File: config.mk
export PLATFORM = sky130hd
export DESIGN_NAME = instr_fetch
export DESIGN_NICKNAME = d
export VERILOG_FILES = /design/src/rtl/instr_fetch.sv
export SDC_FILE = /design/constraint.sdc
export NUM_CORES = 1
export LEC_CHECK = 0
export ABC_AREA = 1
export BUFFER_PORTS_ARGS = -buffer_cell sky130_fd_sc_hd__buf_2
export CORE_MARGIN = 5
export CORE_UTILIZATION = 28
export DETAILED_ROUTE_END_ITERATION = 10
export PLACE_DENSITY = 0.51
export SKIP_LAST_GASP = 1
export SYNTH_ARGS = -nofsm -noshare
export SYNTH_HDL_FRONTEND = slang
export SYNTH_SLANG_ARGS = --single-unit
export TNS_END_PERCENT = 100
File: constraint.sdc
create_clock -name clk -period 2.5 [get_ports clk]
set_input_delay 0.125 -clock clk [delete_from_list [all_inputs] [get_ports clk]]
set_output_delay 0.125 -clock clk [all_outputs]
set_load 0.01 [all_outputs]
File: src/rtl/instr_fetch.sv
// rtl/instr_fetch.sv - MCU51 program-memory fetch unit assembling 1-3 byte instructions
module instr_fetch #(
  parameter int ADDRWIDTH = 8
) (
  input  logic                 clk,
  input  logic                 rst_n,
  output logic                 rom_CS,
  output logic [ADDRWIDTH-1:0] rom_addr,
  input  logic [7:0]           rom_data,
  input  logic                 jump_en,
  input  logic [ADDRWIDTH-1:0] jump_addr,
  input  logic                 instr_ready,
  output logic                 instr_valid,
  output logic [7:0]           opcode,
  output logic [7:0]           operand1,
  output logic [7:0]           operand2,
  output logic [1:0]           instr_len,
  output logic [ADDRWIDTH-1:0] instr_pc
);

  typedef enum logic [1:0] {F_OP, F_B1, F_B2, HOLD} state_t;

  state_t                 state;
  state_t                 state_nxt;
  logic [ADDRWIDTH-1:0]   pc;
  logic [ADDRWIDTH-1:0]   pc_inc;
  logic [1:0]             new_len;

  // 8051 instruction length derived from the opcode byte
  function automatic logic [1:0] len_of(input logic [7:0] op);
    logic [1:0] l;
    l = 2'd1;
    casez (op)
      8'h02, 8'h12, 8'h75, 8'h85, 8'h90: l = 2'd3;
      8'h05, 8'h15, 8'h24, 8'h25, 8'h34, 8'h35, 8'h44, 8'h45,
      8'h54, 8'h55, 8'h64, 8'h65, 8'h74, 8'h76, 8'h77,
      8'b0111_1???,
      8'h80, 8'h86, 8'h87,
      8'b1000_1???,
      8'h94, 8'h95, 8'hA6, 8'hA7,
      8'b1010_1???,
      8'hE5, 8'hF5:                      l = 2'd2;
      default:                           l = 2'd1;
    endcase
    return l;
  endfunction

  assign pc_inc   = pc + {{(ADDRWIDTH-1){1'b0}}, 1'b1};
  assign new_len  = len_of(rom_data);
  assign rom_addr = pc;

  // State register
  always_ff @(posedge clk or negedge rst_n) begin
    if (!rst_n) state <= F_OP;
    else        state <= state_nxt;
  end

  // Next-state: a jump always restarts at the opcode fetch
  always_comb begin
    state_nxt = state;
    if (jump_en) begin
      state_nxt = F_OP;
    end else begin
      case (state)
        F_OP:    state_nxt = (new_len == 2'd1) ? HOLD : F_B1;
        F_B1:    state_nxt = (instr_len == 2'd3) ? F_B2 : HOLD;
        F_B2:    state_nxt = HOLD;
        HOLD:    state_nxt = instr_ready ? F_OP : HOLD;
        default: state_nxt = F_OP;
      endcase
    end
  end

  // Outputs decoded from state: ROM deselected and instruction presented while holding
  always_comb begin
    rom_CS      = (state == HOLD);
    instr_valid = (state == HOLD);
  end

  // Program counter and instruction field capture
  always_ff @(posedge clk or negedge rst_n) begin
    if (!rst_n) begin
      pc        <= '0;
      opcode    <= 8'h00;
      operand1  <= 8'h00;
      operand2  <= 8'h00;
      instr_len <= 2'd1;
      instr_pc  <= '0;
    end else if (jump_en) begin
      pc <= jump_addr;
    end else begin
      case (state)
        F_OP: begin
          opcode    <= rom_data;
          instr_pc  <= pc;
          instr_len <= new_len;
          operand1  <= 8'h00;
          operand2  <= 8'h00;
          pc        <= pc_inc;
        end
        F_B1: begin
          operand1 <= rom_data;
          pc       <= pc_inc;
        end
        F_B2: begin
          operand2 <= rom_data;
          pc       <= pc_inc;
        end
        default: begin
        end
      endcase
    end
  end

endmodule

# [Word-level counts from Yosys, hierarchy flattened]
# Cells that the tools add are included.
[op_classes] muxes=10 n_eq_ne=37 bitwise_logic=1 n_reduce_logical=10 addsub=1
[ops] operator="equality test 8 bit, second input constant" count=11
[ops] operator="equality test 8 x 7 -> 1 bit, second input constant" count=10
[ops] operator="equality test 8 x 6 -> 1 bit, second input constant" count=4
[ops] operator="case mux 8 bit (2 select lines)" count=2
[ops] operator="OR reduction 27 bit" count=1
[ops] operator="equality test 8 x 5 -> 1 bit, second input constant" count=2
[ops] operator="two-way mux 8 bit" count=2
[ops] operator="equality test 5 bit, second input constant" count=2
[ops] operator="adder 8 x 1 -> 8 bit, second input constant" count=1
[ops] operator="equality test 8 x 2 -> 1 bit, second input constant" count=1
[ops] operator="equality test 8 x 3 -> 1 bit, second input constant" count=1
[ops] operator="case mux 2 bit (4 select lines)" count=1
[ops] operator="equality test 2 bit, second input constant" count=3
[ops] operator="two-way mux 2 bit" count=3
[ops] operator="AND reduction 2 bit" count=3
[ops] operator="nonzero test 2 bit" count=3
[ops] operator="equality test 5 x 4 -> 1 bit, second input constant" count=1
[ops] operator="OR reduction 5 bit" count=1
[ops] operator="equality test 2 x 1 -> 1 bit, second input constant" count=2
[ops] operator="case mux 2 bit (2 select lines)" count=1
[ops] operator="OR reduction 3 bit" count=1
[ops] operator="logical NOT 2 bit" count=1
[ops] operator="two-way mux 1 bit" count=1
[ops] operator="inverter 1 bit" count=1
[totals] regBits=44 out_inout_bits=44

# [Longest topological paths before layout]
[logic_depth] ltp_word=7 ltp_mapped=9 mapped_depth_nobuf=9

# [Least setup slack after synthesis]
# No wires, ideal clock.
[synth_path] kind="flip-flop to flip-flop" from="register pc[0], in the netlist rom_addr[0]" to="register pc[6], in the netlist rom_addr[6]" path_stages_with_launch=7 path_slack_ns=1.244 path_buffers=0 arrival_ns=1.118 required_time_ns=2.363 period_less_slack_ns=1.256 cell_sequence="dfrtp_1 ha_1 nand3_1 nor3_1 nand2_1 nand2_1 o221ai_1"
[synth_between] elab_chain_cells=3
[synth_rtl] item="from (decl)" line_no="25" text="logic [ADDRWIDTH-1:0] pc;"
[synth_rtl] item="from (signal assigned)" line_no="90" text="pc <= jump_addr;"
[synth_rtl] item="from (signal assigned)" line_no="99" text="pc <= pc_inc;"
[synth_rtl] item="from (signal assigned)" line_no="103" text="pc <= pc_inc;"
[synth_rtl] item="adder 8 x 1 -> 8 bit" line_no="48" text="assign pc_inc = pc + {{(ADDRWIDTH-1){1'b0}}, 1'b1};"
[synth_rtl] item="two-way mux 8 bit" line_no="92" text="case (state)"
[synth_rtl] item="two-way mux 8 bit" line_no="89" text="end else if (jump_en) begin"
# No other way between the ends. The select of a mux whose other input is x is not followed.
# A chain may end at the register's enable or synchronous reset.

# [Final worst setup path]
[layout_path] from="register state[1]" to="register opcode[1]"
[layout_between] elab_chain_cells=2
[layout_rtl] item="from (decl)" line_no="23" text="state_t state;"
[layout_rtl] item="from (signal assigned)" line_no="55" text="else state <= state_nxt;"
[layout_rtl] item="logical NOT 2 bit" line_no="92"
[layout_rtl] item="AND reduction 2 bit (no source line)"
[layout_rtl] item="to (signal assigned)" line_no="94" text="opcode <= rom_data;"
[layout_rtl] item="to (decl)" line_no="14" text="output logic [7:0] opcode,"
# No other way between the ends.

==> summary.md <==
| Metric | Value |
|---|---|
| Run status | complete, but fails checks |
| Violated checks | negative hold slack |
| Setup ws final | 958 ps |
| Worst min-delay path class | in -> async |
| Clk buf depth | 2 |
| GRT overflow | 0 |
| Final ANT Viol Nets | 0 |
| RSZ-0062 raised after global routing | false |
| Critical Path RT | 2670 ps |
| Max Clock Skew | 5.70 ps |
| Maximum vdd drop | about 0.19 mV |
| Layout area overhead | 23.1% |
| Post-synthesis register bit count | 44 |
| Placed Cells | about 420 |
| Max FO, Critical Path | 32 |
| Chip height | 96.9 um |
| Worst setup EP type | flop |
| DR vias/cell | 4.39 |
| Die area | 9390 um^2 |
| Largest net degree at the start of global routing | 45 |
| GR Util All Layers | between 10 and 15% |
| CTS resizes | 0 |
| Crit path launch | state[1] |
| Crit Reg-Reg Endpoint | opcode[1] |
| Sink Count | 44 |
| R2R Setup Slk | 960 ps |
| Fin util | 35.7% |
| Drc violations | 0 |
| Final hold viol count | 28 |
| Synth Warn # | 0 |
| Crit path kind | reg -> reg |
| Core region area | around 7300 um^2 |
| Pre-antenna DRT Iters | 4 |
| Yosys top cell area share | 50.9% |
| # H-tree levels | 2 |
| CTS tree | built |
| Sequential area share after synthesis | 52.1% |
| Slew HR | 34.4% |
| Reg2Reg Depth | 6 |
| Gpl congestion | 0.857 |
| Synthesized area | roughly 2100 um^2 |
| Synth Instances | 261 |
| Vias | 1,861 |
| DR WL/cell | 12.8 um |
| Slew Viols, Final | 0 |
| EDFF count, synth | 0 |
| Routed wire length | 5.44 mm |
| Setup violators final | 0 |
| Setup tns final | 0 ps |
| Leak Pwr | 1.35 nW |
| Total power | 1.88 mW |
| Layout cells sized above 1 | 26.5% |
| Pwr/cell area | 723 nW/um^2 |
| Count of input and output buffers | 63 |
| Fmax | 648 MHz |
| First-pass GRT wire length | 9.53 mm |
| Dpl ws | 946 ps |
| Least-Margin Pin Slew | 984 ps |
| Detailed placement HPWL | 4.18 mm |
| Worst-path clk slew | 80 ps |
| Async SR Flop Fraction | 100% |
| Number of top-level pins | 64 |
| Diode count | 0 |
| Most frequent cells in the layout | nand2_1, buf_2, dfrtp_1 |
| Final period util | around three fifths |
| Initial antenna violation count | 0 |
| Syn_nets | 282 |
| Worst R2R Start | state[1] |
| CP Launch Type | flop |
| Initial DRC Count | 101 |
| Hold_ws | -25.4 ps |
| Layout Cells excl Fill | 424 |
| Yosys top cell by area | dfrtp_1 |
| Commonest non-fill, non-tap cell in the layout | nand2_1 |
| Dominant synthesized flop cell | dfrtp_1 |
| CTS Buf Count | 5 |
| Yosys cell types | 27 |
| Syn Area/Cell | 8.10 um^2 |
| Initial core utilization | 29.0% |
| Row count | 31 |
| Clock latency on the worst-skew pair | roughly 300 ps |
| Die width | 96.9 um |
| Net count, final | 345 |
| Final min period | between 1500 and 2000 ps |
| Hold buffer count at cts | 0 |
| Arr. time, crit path | 1710 ps |
| Synth area leaders | dfrtp_1, nand2_1, o21ai_0 |
| Clk root buf | clkbuf_8 |
| Critical path destination | opcode[1] |
| Number of global-route vias before repair | 1,976 |
| Number of post-CTS setup repair buffers | 0 |
| Maxcap violations | 0 |
==> how the worst min path moves through the flow <==
stage,depth (start not counted),slack [ps],to
floorplan,0,-170,instr_len[1]
global placement,1,350,operand1[5]
detailed placement,1,360,operand1[5]
CTS,1,30,instr_pc[7]
global route,3,60,rom_addr[6]
finish,1,-30,operand1[5]
==> power breakdown <==
| group | total (mW) | switching [mW] | leakage [nW] | internal [mW] |
|---|---|---|---|---|
| Combinational | 0.478 | 0.289 | 0.784 | 0.189 |
| Clock | 0.468 | 0.244 | 0.0445 | 0.225 |
| Sequential | 0.935 | 0.0912 | 0.525 | 0.843 |
| Total | 1.88 | 0.624 | 1.35 | 1.26 |
==> critical path, stage by stage (launching register included) <==
cell     delay (ps)
dfrtp_1         500
nor2_4          290
inv_2            80
nor2_4          130
inv_2           230
nand2_1         120
o21ai_1          70
==> cells in the mapped netlist, drive strengths merged (2+ instances only) <==
library cell	instances
nand2	66
dfrtp	43
o21ai	41
nor2	36
inv	33
a21oi	10
nand3	9
buf	7
xor2	4
nand4	2
o211ai	2
==> stage by stage <==
step	instance area [um^2]	hold WS, ps
after global placement	2510	346
after detailed placement	2510	358
after CTS	2600	28.4
after floorplan	2110	-171
final	2600	-25.4
after global routing	2600	56.6
==> cell type report <==
cell class / count / area (um^2)
well taps: 99 / 124
clock buffers: 7 / 86.3
multi-input cells: 176 / 836
inverters: 33 / 124
clock inverters: 1 / 7.51
fillers: 824 / 4690
repair buffers: 64 / 323
flip-flops and latches: 44 / 1100
==> flip-flops by register name, summed over array words and instances, names as in the netlist <==
register,count
instr_pc,8
opcode,8
operand1,8
operand2,8
rom_addr,8
instr_len,2
state,2
==> kinds of logic after synthesis <==
family                   share of synthesized area (%)
XOR/XNOR                                          1.66
buffers and inverters                             8.34
AND/OR/NAND/NOR                                   22.0
flip-flops                                        52.1
AO/OA/AOI/OAI                                     15.3
adder cells (fa/ha/maj)                          0.592
==> metal layers <==
| layer | track usage (%) | vias to the layer above | wire, um |
|---|---|---|---|
| met3 | 2.45 | 7 | 201 |
| met1 | 14.8 | 858 | 2490 |
| met2 | 21.1 | 33 | 2650 |
| met4 | 4.86 | 0 | 97 |
| li1 | - | 963 | - |
| met5 | 0 | - | 0 |
Power figures use the tool's default switching activity.
